==> src/rtl/note_player.sv <==
// Note player: holds a note from song_reader for `duration` units of BEAT_DIV beat ticks,
// then returns a one-cycle note_done pulse. Supports pause and preemption.
module note_player #(
    parameter int unsigned NOTE_W   = 6,
    parameter int unsigned DUR_W    = 6,
    parameter int unsigned BEAT_DIV = 1,
    parameter int unsigned DIV_W    = 8
) (
    input  logic              clk,
    input  logic              reset,
    input  logic              play_enable,
    input  logic              beat,
    input  logic              new_note,
    input  logic [NOTE_W-1:0] note,
    input  logic [DUR_W-1:0]  duration,
    output logic              note_done,
    output logic [NOTE_W-1:0] cur_note,
    output logic              note_active,
    output logic [DUR_W-1:0]  remaining
);

    typedef enum logic [1:0] {StIdle, StPlaying, StDone} state_e;

    localparam logic [DIV_W-1:0] LastTick = DIV_W'(BEAT_DIV - 1);

    state_e             state_q, state_d;
    logic [NOTE_W-1:0]  cur_note_q, cur_note_d;
    logic [DUR_W-1:0]   remaining_q, remaining_d;
    logic [DIV_W-1:0]   presc_q, presc_d;

    always_comb begin
        state_d     = state_q;
        cur_note_d  = cur_note_q;
        remaining_d = remaining_q;
        presc_d     = presc_q;

        // A new note always wins: loads from any state, beats in the same cycle are ignored.
        if (new_note) begin
            cur_note_d  = note;
            remaining_d = duration;
            presc_d     = '0;
            state_d     = (duration != '0) ? StPlaying : StDone;
        end else begin
            unique case (state_q)
                StIdle: state_d = StIdle;
                StDone: state_d = StIdle;
                StPlaying: begin
                    if (beat && play_enable) begin
                        if (presc_q == LastTick) begin
                            presc_d = '0;
                            if (remaining_q <= DUR_W'(1)) begin
                                remaining_d = '0;
                                state_d     = StDone;
                            end else begin
                                remaining_d = remaining_q - DUR_W'(1);
                            end
                        end else begin
                            presc_d = presc_q + DIV_W'(1);
                        end
                    end
                end
                default: state_d = StIdle;
            endcase
        end
    end

    always_ff @(posedge clk or negedge reset) begin
        if (!reset) begin
            state_q     <= StIdle;
            cur_note_q  <= '0;
            remaining_q <= '0;
            presc_q     <= '0;
        end else begin
            state_q     <= state_d;
            cur_note_q  <= cur_note_d;
            remaining_q <= remaining_d;
            presc_q     <= presc_d;
        end
    end

    always_comb begin
        note_done   = (state_q == StDone);
        cur_note    = cur_note_q;
        remaining   = remaining_q;
        note_active = (state_q == StPlaying) && play_enable && (cur_note_q != '0);
    end

endmodule

==> config.mk <==
export PLATFORM = sky130hd
export DESIGN_NAME = note_player
export DESIGN_NICKNAME = d
export VERILOG_FILES = /design/src/rtl/note_player.sv
export SDC_FILE = /design/constraint.sdc
export NUM_CORES = 1
export LEC_CHECK = 0
export ABC_AREA = 1
export CAP_MARGIN = 20
export CELL_PAD_IN_SITES_DETAIL_PLACEMENT = 1
export CELL_PAD_IN_SITES_GLOBAL_PLACEMENT = 2
export CORE_UTILIZATION = 28
export CTS_BUF_LIST = sky130_fd_sc_hd__clkbuf_8 sky130_fd_sc_hd__clkbuf_16
export CTS_CLUSTER_SIZE = 28
export DETAILED_ROUTE_END_ITERATION = 12
export GPL_TIMING_DRIVEN = 0
export PLACE_DENSITY_LB_ADDON = 0.1
export SYNTH_ARGS = -nofsm -noshare
export SYNTH_HDL_FRONTEND = slang
export SYNTH_SLANG_ARGS = --single-unit
==> constraint.sdc <==
create_clock -name clk -period 1.54 [get_ports clk]
set_input_delay 0.308 -clock clk [delete_from_list [all_inputs] [get_ports clk]]
set_output_delay 0.308 -clock clk [all_outputs]
set_load 0.02 [all_outputs]
==> qor.yml <==
core_mm2: 0.00472
n_antenna_cell: 0
clock_latency_ps: 260
vias_per_cell: 4.55
post-route-period-util_pct: 94.1
worst_slew_pin_slew_ps: 629
p_int_w: 0.00111
peakVddDrop_mv: 0.497
muxShareOfSynthArea_pct: 0
layout_common_cells: "nand2_1, dfrtp_1, inv_1"
rrSetupSlack_ps: 110
synth_top_family_by_area: "simple AND/OR/NAND/NOR gates"
grt_pass1_wl_um: 6520
drt_iter0_drc: 43
ant_nets: 0
synthXorXnorAreaFrac_pct: 1.28
avgRoutedWirePerCell_um: 13.6
hold_buffers: 0
final_hold_viol_count: 0
ios: 31
grt_pass1_vias: 1436
combPwrFrac_pct: 35.0
initial_core_util_pct: 29.0
synth-compound-area-share_pct: 7.95
dieArea_mm2: 0.00518
worstRegToRegCells: 7
clkSinkCount: 22
seqPwrFrac_pct: 40.7
synthCells: 183
root_buffer: "clkbuf_8"
nFillCells: 594
synth_nets: 204
crit_path_end_kind: "primary output"
leakage_nw: 0.911
p_sw_share_pct: 35.8
dp_slack_ps: -268
min_period_ps: 1450
critPathMaxFanout: 4
fmax_mhz: 690
synth_seq_cells: 22
maxCapViolCount: 0
crit_required_ps: 1230
firstDrtPassIters: 4
synth_fa_ha_area_share_pct: 3.65
slew_violations: 0
power.net_switching_w: 0.000619
nets: 242
cts_tree: "built"
yosysSeqAreaShare_pct: 40.2
fin_ws_ps: 90.4
final_common_cell: "nand2_1"
htreeDepth: 1
relSlewSlack_pct: 58.0
synth.distinct_cells: 28
die_w_um: 72.0
drc: 0
holdWs_ps: 429
track_usage_pct: 16.3
synthFlopType: "dfrtp_1"
path_clk_slew_ps: 80
arrival_ps: 1140
antenna_found_initial: 0
floorplan.die.height_um: 72.0
status: "completed"
worstSetupPathType: "flip-flop to primary output"
cts_max_path_buffers: 2
grt_overflow: 0
place_congestion: 0.751
area_growth_pct: 34.4
power_frac_clock_pct: 24.3
place.detailed.hpwl_um: 3110
synth-simple-area-share_pct: 36.7
syn_avg_cell_area_um2: 7.49
wirelength_um: 3910
num_rows: 25
finalSetupViolCount: 0
io_buffers: 29
synth-edff-count: 0
cts_buffers: 3
cp-start-kind: "flip-flop"
drive_gt1_share_pct: 16.4
async_reset_ff_share_pct: 100
synth-warning-count: 0
netlist_area_mm2: 0.00137
power.density_mw_per_mm2: 938
finClkSkew_ps: 1.92
hold_class: "primary input to async pin"
grt_start_max_net_pins: 13
rsz0062_at_grt: "true"
dr_total_vias: 1307
## state kept, by name (all words and copies together), names as in the netlist
register,flops
presc_q,8
cur_note,6
remaining,6
state_q,2
## metrics by stage
step           cells  utilization, %  TNS, ps  cell area (um2)  power, W
6_report         287            39.0        0             1840   0.00173
5_1_grt          287            39.0    -34.5             1840   0.00184
4_1_cts          284            38.1        0             1800   0.00171
3_5_place_dp     280            37.2    -1000             1760   0.00131
3_3_place_gp     279            36.9    -3680             1740   0.00128
2_1_floorplan    183               -        0             1370   0.00104
## path summary, 6_finish.rpt
path | startpoint | to
max in group asynchronous | reset | presc_q[1]
max | state_q[0] | note_active
min | reset | remaining[1]
max reg2reg | presc_q[0] | remaining[2]
min in group clk | new_note | remaining[4]
min reg2reg | cur_note[2] | cur_note[2]
## synth_stat cells (2+ instances only)
cell type  instances  share of area (%)
inv_2              5                1.4
nand4_1            6                2.7
o21ai_1            7                2.6
nor2_1            17                4.7
dfrtp_1           22                 40
o21ai_0            7                2.6
inv_1             22                6.0
a21oi_1            3                1.1
nor2_4             2                1.6
nand3b_1           2                1.1
nand2_1           52                 14
nand2_4            3                2.5
buf_4              2                1.1
nand2_2            4                1.8
ha_1               4                3.7
nand3_1           10                3.7
nor2_2             2               0.91
nor3_1             3                1.1
## cell type report
| class | count | area [um2] | area share (%) |
|---|---|---|---|
| multi-input combinational | 130 | 713 | 38.7 |
| sequential | 22 | 551 | 29.9 |
| buffer | 4 | 30.0 | 1.63 |
| clock buffer | 4 | 55.1 | 2.99 |
| tap | 67 | 83.8 | 4.55 |
| timing repair buffer | 32 | 299 | 16.2 |
| inverter | 28 | 110 | 5.98 |
## routing by layer
layer	share of wire (%)	wire, um	GRT usage [%]	up-vias
met4	0.64	25	3.70	0
li1	-	-	-	651
met1	44	1730	19.0	627
met2	51	2000	30.0	27
met5	0	0	0	-
met3	3.9	153	4.03	2
## worst max-delay path: stages (launching register included)
cell     delay (ps)
dfrtp_1         370
inv_2            50
nor2_4          160
nand3_1          90
inv_1            50
buf_2           150
## power groups by stage
stage,clock [W],combinational [W],sequential [W]
final,0.000419,0.000605,0.000703
after CTS,0.000441,0.000559,0.000706
after detailed placement,0,0.000592,0.000717
after floorplan,0,0.000268,0.000773
after global placement,0,0.000569,0.000713
after global routing,0.000462,0.000666,0.000715
## cell families after synthesis
logic type	count (synthesis)
adders and majority gates	4
and+or+nand+nor	104
DFF	22
AOI/OAI and AO/OA	19
buffers and inverters	32
xor gates and xnor gates	2
## repair_timing
action	in CTS	in global routing
setup endpoints to repair	21	8
gates resized for setup	21	3
pin swaps	1	1
setup buffers	0	2
gates cloned	0	1
Note: power is estimated with default switching activity, not from simulation.
